==> config.mk <==
export PLATFORM = sky130hd
export DESIGN_NAME = sub_adder_bist
export DESIGN_NICKNAME = d
export VERILOG_FILES = /design/src/rtl/sub_adder_bist.sv
export SDC_FILE = /design/constraint.sdc
export NUM_CORES = 1
export LEC_CHECK = 0
export CORE_MARGIN = 2
export CORE_UTILIZATION = 25
export DETAILED_ROUTE_END_ITERATION = 8
export PLACE_DENSITY = 0.39
export SYNTH_ARGS = -nofsm -noshare
export SYNTH_HDL_FRONTEND = slang
export SYNTH_SLANG_ARGS = --single-unit
==> constraint.sdc <==
create_clock -name clk -period 8.25 [get_ports clk]
set_clock_uncertainty 0.2 [all_clocks]
set_input_delay 1.2375 -clock clk [delete_from_list [all_inputs] [get_ports clk]]
set_output_delay 1.2375 -clock clk [all_outputs]
set_load 0.01 [all_outputs]
==> src/rtl/sub_adder_bist.sv <==
`default_nettype none
// ============================================================================
// Module   : sub_adder_bist
// Purpose  : Self-test controller for the adder/subtractor: four directed
//            corner patterns, then LFSR patterns, checked against a model.
// Revision : 1.0  initial release
// ============================================================================
module sub_adder_bist #(
    parameter int          WIDTH         = 16,
    parameter int          NUM_PATTERNS  = 10000,
    parameter int          SETTLE_CYCLES = 1,
    parameter logic [31:0] LFSR_SEED     = 32'hACE1_1234
) (
    input  logic             clk,
    input  logic             rst,
    input  logic             start,
    output logic [WIDTH-1:0] dut_a,
    output logic [WIDTH-1:0] dut_b,
    output logic             dut_mode,
    input  logic [WIDTH-1:0] dut_sum,
    input  logic             dut_cout,
    input  logic             dut_ovf,
    output logic             busy,
    output logic             done,
    output logic             pass,
    output logic [16:0]      err_count,
    output logic [13:0]      first_err_idx
);

    localparam logic [2:0] S_IDLE   = 3'd0;
    localparam logic [2:0] S_APPLY  = 3'd1;
    localparam logic [2:0] S_SETTLE = 3'd2;
    localparam logic [2:0] S_CHECK  = 3'd3;
    localparam logic [2:0] S_DONE   = 3'd4;

    localparam int              c_SW           = (SETTLE_CYCLES > 1) ? $clog2(SETTLE_CYCLES) : 1;
    localparam logic [c_SW-1:0] c_SETTLE_LAST  = c_SW'(SETTLE_CYCLES - 1);
    localparam logic [13:0]     c_LAST_IDX     = 14'(NUM_PATTERNS - 1);

    logic [2:0]       r_state;
    logic [13:0]      r_idx;
    logic [31:0]      r_lfsr;
    logic [c_SW-1:0]  r_settle_cnt;
    logic [WIDTH-1:0] r_exp_sum;
    logic             r_exp_cout;
    logic             r_exp_ovf;

    logic [31:0]      w_lfsr_next;
    logic [WIDTH-1:0] w_a;
    logic [WIDTH-1:0] w_b;
    logic             w_mode;
    logic [WIDTH-1:0] w_b_eff;
    logic [WIDTH:0]   w_ref;
    logic             w_ref_ovf;
    logic             w_mis_sum;
    logic             w_mis_cout;
    logic             w_mis_ovf;
    logic [17:0]      w_err_sum;
    logic [16:0]      w_err_next;

    // Taps x^32+x^22+x^2+x+1; the register advances on every APPLY,
    // directed patterns included, so random pattern 4 sees the 5th shift.
    assign w_lfsr_next = {r_lfsr[30:0], r_lfsr[31] ^ r_lfsr[21] ^ r_lfsr[1] ^ r_lfsr[0]};

    always_comb begin
        w_a    = WIDTH'(w_lfsr_next[15:0]);
        w_b    = WIDTH'(w_lfsr_next[31:16]);
        w_mode = w_lfsr_next[7];
        case (r_idx)
            14'd0: begin w_a = WIDTH'(16'h7FFF); w_b = WIDTH'(16'h0001); w_mode = 1'b0; end
            14'd1: begin w_a = WIDTH'(16'h8000); w_b = WIDTH'(16'h0001); w_mode = 1'b1; end
            14'd2: begin w_a = WIDTH'(16'hFFFF); w_b = WIDTH'(16'h0001); w_mode = 1'b0; end
            14'd3: begin w_a = WIDTH'(16'h0000); w_b = WIDTH'(16'h0001); w_mode = 1'b1; end
            default: ;
        endcase
    end

    // Subtract is a + ~b + 1, so cout=1 means no borrow.
    assign w_b_eff   = w_mode ? ~w_b : w_b;
    assign w_ref     = {1'b0, w_a} + {1'b0, w_b_eff} + {{WIDTH{1'b0}}, w_mode};
    assign w_ref_ovf = (w_a[WIDTH-1] == w_b_eff[WIDTH-1]) && (w_ref[WIDTH-1] != w_a[WIDTH-1]);

    // Case inequality so X/Z on the responses counts as a mismatch.
    assign w_mis_sum  = (dut_sum  !== r_exp_sum);
    assign w_mis_cout = (dut_cout !== r_exp_cout);
    assign w_mis_ovf  = (dut_ovf  !== r_exp_ovf);
    assign w_err_sum  = {1'b0, err_count} + {17'd0, w_mis_sum} + {17'd0, w_mis_cout}
                      + {17'd0, w_mis_ovf};
    assign w_err_next = w_err_sum[17] ? 17'h1FFFF : w_err_sum[16:0];

    always_ff @(posedge clk) begin
        if (rst) begin
            r_state       <= S_IDLE;
            r_idx         <= 14'd0;
            r_lfsr        <= LFSR_SEED;
            r_settle_cnt  <= '0;
            r_exp_sum     <= '0;
            r_exp_cout    <= 1'b0;
            r_exp_ovf     <= 1'b0;
            dut_a         <= '0;
            dut_b         <= '0;
            dut_mode      <= 1'b0;
            busy          <= 1'b0;
            done          <= 1'b0;
            pass          <= 1'b0;
            err_count     <= 17'd0;
            first_err_idx <= 14'd0;
        end else begin
            case (r_state)
                S_IDLE, S_DONE: begin
                    if (start) begin
                        r_state       <= S_APPLY;
                        r_idx         <= 14'd0;
                        r_lfsr        <= LFSR_SEED;
                        busy          <= 1'b1;
                        done          <= 1'b0;
                        pass          <= 1'b0;
                        err_count     <= 17'd0;
                        first_err_idx <= 14'd0;
                    end
                end
                S_APPLY: begin
                    r_lfsr       <= w_lfsr_next;
                    dut_a        <= w_a;
                    dut_b        <= w_b;
                    dut_mode     <= w_mode;
                    r_exp_sum    <= w_ref[WIDTH-1:0];
                    r_exp_cout   <= w_ref[WIDTH];
                    r_exp_ovf    <= w_ref_ovf;
                    r_settle_cnt <= '0;
                    r_state      <= S_SETTLE;
                end
                S_SETTLE: begin
                    if (r_settle_cnt == c_SETTLE_LAST) begin
                        r_state <= S_CHECK;
                    end else begin
                        r_settle_cnt <= r_settle_cnt + c_SW'(1);
                    end
                end
                S_CHECK: begin
                    err_count <= w_err_next;
                    if ((w_mis_sum || w_mis_cout || w_mis_ovf) && (err_count == 17'd0)) begin
                        first_err_idx <= r_idx;
                    end
                    if (r_idx == c_LAST_IDX) begin
                        r_state <= S_DONE;
                        busy    <= 1'b0;
                        done    <= 1'b1;
                        pass    <= (w_err_next == 17'd0);
                    end else begin
                        r_idx   <= r_idx + 14'd1;
                        r_state <= S_APPLY;
                    end
                end
                default: r_state <= S_IDLE;
            endcase
        end
    end

endmodule
`default_nettype wire

# Word-level counts from Yosys, hierarchy flattened
# Cells that the tools add are included.
dict set report totals {
  ff_bits 135
  elab_cells 93
  input_bits 21
  output_inout_bits 67
}
dict set report classes {
  muxes 28
  bitwise_logic 4
  reduce_logical 21
  n_addsub 7
  eq_ne 18
}
# op n
set op_table {}
lappend op_table {{case mux 16 bit (4 select lines)} 1}
lappend op_table {{case mux 32 bit (2 select lines)} 1}
lappend op_table {{case mux 14 bit (2 select lines)} 2}
lappend op_table {{two-way mux 14 bit} 3}
lappend op_table {{adder 18 x 1 -> 18 bit} 2}
lappend op_table {{zero test 17 bit} 2}
lappend op_table {{two-way mux 17 bit} 2}
lappend op_table {{case mux 17 bit (2 select lines)} 1}
lappend op_table {{two-way mux 16 bit} 2}
lappend op_table {{two-way mux 32 bit} 1}
lappend op_table {{== test 14 x 2 -> 1 bit (second input constant)} 2}
lappend op_table {{adder 17 x 1 -> 18 bit} 1}
lappend op_table {{adder 16 x 16 -> 17 bit} 1}
lappend op_table {{adder 17 x 1 -> 17 bit} 1}
lappend op_table {{case inequality test 16 bit} 1}
lappend op_table {{inverter 16 bit} 1}
lappend op_table {{adder 14 x 1 -> 14 bit (second input constant)} 1}
lappend op_table {{== test 14 x 1 -> 1 bit (second input constant)} 1}
lappend op_table {{== test 14 bit (second input constant)} 1}
lappend op_table {{zero test 14 bit} 1}
lappend op_table {{case mux 3 bit (4 select lines)} 1}
lappend op_table {{inequality test 2 bit (second input constant)} 5}
lappend op_table {{case mux 1 bit (2 select lines)} 5}
lappend op_table {{two-way mux 3 bit} 3}
lappend op_table {{17 further kinds} 36}

# Depth between registers and ports, before layout
dict set report logic_depth {
  word_depth 9
  ltp_mapped 16
  mapped_depth_nobuf 15
}

# Worst setup path before layout
# Ideal clock, no wire load.
dict set report synth_timing {
  path_type {in2reg}
  start {input port dut_sum[11]}
  end {register pass}
  stages 16
  n_path_buf 1
  required_time_ps 7980
  slack_ps 3564
  t_arrival_ps 4415
  cell_sequence {xnor2_1 -> nand4_1 -> nor4_1 -> fa_1 -> inv_1 -> ha_1 -> fa_1 -> and3_1 -> clkbuf_2 -> nand4_1 -> or3_1 -> o21ai_0 -> nand2_1 -> nor4_2 -> nand4_1 -> a21oi_1}
}
dict set report synth_via {
  elab_chain_len 8
}
# item line
set synth_rtl {}
lappend synth_rtl {{from (decl)} 20} ;# input logic [WIDTH-1:0] dut_sum,
lappend synth_rtl {{case inequality test 16 bit} 84} ;# assign w_mis_sum = (dut_sum !== r_exp_sum);
lappend synth_rtl {{adder 17 x 1 -> 18 bit} 87} ;# assign w_err_sum = {1'b0, err_count} + {17'd0, w_mis_sum} + {17'd0, w_mis_cout}
lappend synth_rtl {{adder 18 x 1 -> 18 bit} 87}
lappend synth_rtl {{adder 18 x 1 -> 18 bit} 88} ;# + {17'd0, w_mis_ovf};
lappend synth_rtl {{two-way mux 17 bit} 89} ;# assign w_err_next = w_err_sum[17] ? 17'h1FFFF : w_err_sum[16:0];
lappend synth_rtl {{zero test 17 bit} 149} ;# pass <= (w_err_next == 17'd0);
lappend synth_rtl {{two-way mux 1 bit} 145} ;# if (r_idx == c_LAST_IDX) begin
lappend synth_rtl {{case mux 1 bit (2 select lines)} 109} ;# case (r_state)
lappend synth_rtl {{to (signal assigned)} 149}
lappend synth_rtl {{to (decl)} 25} ;# output logic pass,
# No other way between the ends. The select of a mux whose other input is x is not followed.
# A chain may end at the register's enable or synchronous reset.

# Final worst setup path
dict set report layout_timing {
  start {input port dut_sum[2]}
  end {register pass}
}
# The elaborated chain is that of the path after synthesis.

==> impl_results.md <==
- Status: finished clean
- Sequential area share after synthesis: 0.389
- Max-cap violations: 0
- Yosys top cell area share: 0.389
- DRC violations left: 0
- ANT cells: 0
- Most used DFF post-synth: dfxtp_1
- Final period util: 0.637
- Die area: 28,900 um2
- Buffer and inverter count on the worst path: 2
- Die Height: 170 um
- CP Capture Type: flip-flop
- Max Root-Sink Buffers: 2
- Total CTS buffers: 17
- Overall Global Routing Usage: 0.151
- Filler cells: 2,959
- Routed len/inst: 16.6 um
- Vias after detailed routing: 6,140
- Max transition margin: 0.228
- PostCTS Resize Cnt: 0
- Slowest-stage cell, CP: nor4_1
- Netlist cell types: 56
- Port bufs: 87
- Vias in the first global route: 6,097
- Clock tree from TritonCTS: built
- Final hold violations: 0
- Worst slew pin tran: 1.15 ns
- Yosys reg bits: 134
- VDD IR-drop max: 0.101 mV
- Max Fclk: 190 MHz
- RSZ-0062 raised after global routing: no
- Clock Root Buffer: clkbuf_16
- Syn_area_per_cell: 7.97 um2
- # hold bufs at CTS: 0
- CP required: 8.40 ns
- Clock Latency Late Sink: 0.43 ns
- H-tree Lvls: 4
- Worst-path maximum fanout: 7
- Top Family by Delay on Critical Path: simple AND/OR/NAND/NOR gates
- CTS Sinks: 134
- Final setup viols: 0
- Crit path launch type: input port
- Worst EP arrival: 5.41 ns
- Total power: 0.00238 W
- Congestion Overflow GR: 0
- Initial DRC count: 336
- Synth Cell Area: 6890 um2
- Commonest non-fill, non-tap cell in the layout: dfxtp_1
- Placed cell areas: 8030 um2
- Final layout net count: 966
- DRT Wirelength: 21,200 um
- Initial antenna violation count: 0
- Yosys warnings: 0
- Post-synth top area cell: dfxtp_1
- P_leak: 3.02 nW
- Antenna-violating nets left: 0
- Ys async rst share: 0
- Synthesized net count: 910
- Number of enable flip-flop cells after synthesis: 0
- Cells after synthesis: 865
- Hold WS: 0.256 ns
- Synth-to-Final Area Change: 24.3%
- Core ar.: 27,000 um2
- Fin util: 0.317
- Largest net degree at the start of global routing: 69
- Pwr dens: 278 nW/um2
- Clock transition at path regs: 0.06 ns
- Num ports: 88
- WS Path Type: in2reg
- Finished Cell Area: 8560 um2
- HP Class: reg2reg
- Most frequent cells in the layout: dfxtp_1 (134), nor2_1 (114), nand2_1 (102)
- Drt first pass iters: 5
- Largest stage delay on the critical path: 0.58 ns
- Post-CTS Setup Bufs: 0
- Post-layout min period: 5.26 ns
- Cells taking the most area after synthesis: dfxtp_1 (39%), xnor2_1 (6.5%), nor2_1 (6.2%)
- Most frequent CP cell: nand4_1
- Starting density of the core: 0.255
- Share of layout cells above drive strength 1: 0.0622
- Final HPWL DP: 14,600 um
- Crit path cell chain: clkdlybuf4s50_1 > xnor2_1 > nand4_1 > nor4_1 > fa_1 > inv_1 > ha_1 > fa_1 > and3_1 > nand4_1 > or3_1 > o21ai_0 > nand2_1 > nor4_2 > nand4_1 > a21oi_1
- Routability cong.: 0.815
- Setup TNS Final: 0 ns
- DIE WIDTH: 170 um
- Drt via density: 4.82
- First-pass GRT wire length: 34,200 um
- Row cnt: 60
- Fin. max-slew vios: 0
-- worst paths after layout --
| kind | startpoint | to | slack (ns) | cells past startpoint |
|---|---|---|---|---|
| worst min register to register | done | done | 0.26 | 2 |
| worst max-delay path | dut_sum[2] | pass | 2.99 | 16 |
| worst min-delay path | done | done | 0.26 | 2 |
| worst max register to register | r_idx[4] | r_exp_cout | 3.73 | 13 |
-- through the flow --
stage               setup WS (ns)  instances
floorplan                    3.56        865
global placement             2.68       1243
detailed placement           2.57       1243
CTS                          2.99       1273
global route                 2.60       1273
finish                       2.99       1273
-- cell usage after synthesis (all sizes together), types with 2 or more instances --
master and count:
a211oi 5, a21o 13, a21oi 63, a22oi 35
a2bb2oi 3, a31o 3, a31oi 15, a41oi 2
and2 5, and3 7, buf 10, clkbuf 48
dfxtp 134, fa 3, ha 21, inv 22
mux2i 9, nand2 105, nand2b 19, nand3 17
nand3b 5, nand4 13, nand4b 2, nor2 115
nor2b 3, nor3 27, nor3b 5, nor4 12
o211ai 3, o21ai 42, o21bai 2, o22ai 13
o2bb2ai 2, o31ai 2, or2 3, or3 7
or4 4, xnor2 51, xor2 9
-- registers in the layout, summed over array words and instances (netlist names), 3 cells and up --
signal	flops
r_idx	14
dut_a	16
dut_b	16
r_state	3
err_count	17
first_err_idx	14
r_lfsr	32
r_exp_sum	16
-- logic make-up after synthesis --
| group | count (synthesis) | synth area share |
|---|---|---|
| muxes | 9 | 0.0131 |
| xor gates and xnor gates | 60 | 0.0763 |
| AOI/OAI and AO/OA | 207 | 0.186 |
| and+or+nand+nor | 351 | 0.244 |
| buffers and inverters | 80 | 0.0450 |
| adders and majority gates | 24 | 0.0468 |
| DFF | 134 | 0.389 |
-- power by group --
part / switching (W) / internal, W
combinational: 0.000502 / 0.000363
sequential: 0.0000781 / 0.000732
clock: 0.000293 / 0.000416
-- routing by layer --
metal  track usage  up-vias  share of wire
met5             0        -              0
met4        0.0472        0          0.015
met3        0.0258       22          0.035
met2         0.251      113           0.46
met1         0.200     2876           0.49
li1              -     3129              -
-- tightest hold or removal path, cell delays in order (launching register included) --
cell     delay [ns]
dfxtp_1        0.31
nand2_1        0.05
a21oi_1        0.05
-- area by class of cell --
cell class                 instances  area, um2  share of cell area
multi-input combinational        651       3910               0.457
tap                              341        427              0.0498
clock inverter                    10       83.8             0.00979
timing repair buffer              95        928               0.108
sequential                       134       2680               0.313
clock buffer                      20        447              0.0522
inverter                          22       82.6             0.00964
Note: power is estimated with default switching activity, not from simulation.
==> RTL change, RTL diff (config.mk and constraints unchanged) <==
Register the inputs `start`, `dut_sum`, `dut_cout` and `dut_ovf` before use, with the module's reset. The logic sees them one clock later.
--- a/src/rtl/sub_adder_bist.sv
+++ b/src/rtl/sub_adder_bist.sv
@@ -37,4 +37,23 @@
     localparam logic [c_SW-1:0] c_SETTLE_LAST  = c_SW'(SETTLE_CYCLES - 1);
     localparam logic [13:0]     c_LAST_IDX     = 14'(NUM_PATTERNS - 1);
+
+    logic start_q;
+    logic [WIDTH-1:0] dut_sum_q;
+    logic dut_cout_q;
+    logic dut_ovf_q;
+
+    always_ff @(posedge clk) begin
+        if (rst) begin
+            start_q    <= '0;
+            dut_sum_q  <= '0;
+            dut_cout_q <= '0;
+            dut_ovf_q  <= '0;
+        end else begin
+            start_q    <= start;
+            dut_sum_q  <= dut_sum;
+            dut_cout_q <= dut_cout;
+            dut_ovf_q  <= dut_ovf;
+        end
+    end
 
     logic [2:0]       r_state;
@@ -82,7 +101,7 @@
 
     // Case inequality so X/Z on the responses counts as a mismatch.
-    assign w_mis_sum  = (dut_sum  !== r_exp_sum);
-    assign w_mis_cout = (dut_cout !== r_exp_cout);
-    assign w_mis_ovf  = (dut_ovf  !== r_exp_ovf);
+    assign w_mis_sum  = (dut_sum_q !== r_exp_sum);
+    assign w_mis_cout = (dut_cout_q !== r_exp_cout);
+    assign w_mis_ovf  = (dut_ovf_q !== r_exp_ovf);
     assign w_err_sum  = {1'b0, err_count} + {17'd0, w_mis_sum} + {17'd0, w_mis_cout}
                       + {17'd0, w_mis_ovf};
@@ -109,5 +128,5 @@
             case (r_state)
                 S_IDLE, S_DONE: begin
-                    if (start) begin
+                    if (start_q) begin
                         r_state       <= S_APPLY;
                         r_idx         <= 14'd0;
Formal check against the unedited RTL: not equivalent (a bounded check fails within 4 cycles, from zero or initial values and one cycle with rst high).
==> RTL change against the original RTL <==
  * Worst setup slack improved by 0.63 ns
  * Cell area grew 6.3%
  * Power increased by 4.5%
  * Synthesized area is 6.6% higher
  * Sequential cell count rose by 19
  * Global-route usage fell by 0.68 points
  * Routed wire length is 3.3% higher
  * Combinational power shrank 2.9%
  * Largest power group is now registers
  * Highest routed layer unchanged
==> RTL change: results (changes against the original RTL) <==
status=finished clean; flop2flop setup slack=3.63 ns (-0.10 ns); Area contributors post-synth=dfxtp_1 (42%), xnor2_1 (5.8%), nand2_1 (5.7%), a21oi_1 (5.6%), nor2_1 (4.4%); CP Max Fanout=9 (+2); Filler cells=3110 (+5.1%); pwr dens=274 nW/um2 (-1.7%); Slew @ Worst Pin=1.03 ns (-0.126 ns); first-pass GRT wire length=35.3 mm (+3.4%); CTS resizes=0 (unchanged); GR Util met3=2.58% (-0.0056 points); post-DP HPWL=14.9 mm (+2.2%); Comb. pwr=840 uW (-2.9%); sw power=904 uW (+3.5%); layout cell share with drive strength beyond 1=5.91% (-0.32 points); met2 Resource Use GR=23.5% (-1.6 points); Total GRT Usage=14.4% (-0.68 points); Setup Fix Bufs, Post-CTS=0 (unchanged); Iter 0 DRT Violations=307 (-8.6%); max incr delay on CP=0.90 ns (+0.32 ns); Netlist cell types=54 (-3.6%); leakage power=3.15 nW (+4.2%); clock share of power=29.9% (+0.2 points); NumNets Final=997 (+3.2%); crit path DAT=4.78 ns (-0.63 ns); Post-Route WL=21.9 mm (+3.3%); number of global-route vias before repair=6332 (+3.9%); GR Layer Usage met1=19.8% (-0.27 points); largest net degree at the start of global routing=74 (+7.2%)
[RTL change: final timing paths]
check                                          startpoint           endpoint  cells past startpoint
worst min register to register          done$_SDFFE_PP0P_  done$_SDFFE_PP0P_                      2
worst max-delay path            r_exp_sum[5]$_SDFFE_PP0P_  pass$_SDFFE_PP0P_                     15
worst max register to register  r_exp_sum[5]$_SDFFE_PP0P_  pass$_SDFFE_PP0P_                     15
worst min-delay path                    done$_SDFFE_PP0P_  done$_SDFFE_PP0P_                      2
[RTL change: logic make-up after synthesis]
group | after synthesis | share of synthesized area, %
simple gates | 343 | 22.7
compound gates | 239 | 20.0
flops | 153 | 41.7
buf+inv | 75 | 3.90
xor+xnor | 59 | 7.03
fa+ha+maj | 24 | 4.39
mux | 2 | 0.273
[RTL change: per-layer routing]
layer	share of wire (%)	up-vias
met4	1.1	0
met3	2.9	16
met5	0	-
met2	47	87
met1	49	3064
li1	-	3268
[RTL change: area by class of cell]
class / instances / area (um2) / area share (%)
clock buffer: 21 / 460 / 5.06
clock inverter: 11 / 88.8 / 0.976
inverter: 17 / 63.8 / 0.701
multi-input combinational: 667 / 4010 / 44.0
sequential: 153 / 3060 / 33.7
tap: 384 / 480 / 5.28
timing repair buffer: 96 / 936 / 10.3
[RTL change: metrics by stage]
stage	instances	util [%]	setup WS, ns	instance area, um2	hold WS [ns]
after global routing	1349	31.6	3.21	9100	0.279
after floorplan	895	-	4.28	7350	0.244
after detailed placement	1317	29.7	3.54	8550	0.248
after global placement	1317	29.7	3.60	8550	0.244
after CTS	1349	31.6	3.52	9100	0.257
final	1349	31.6	3.63	9100	0.253
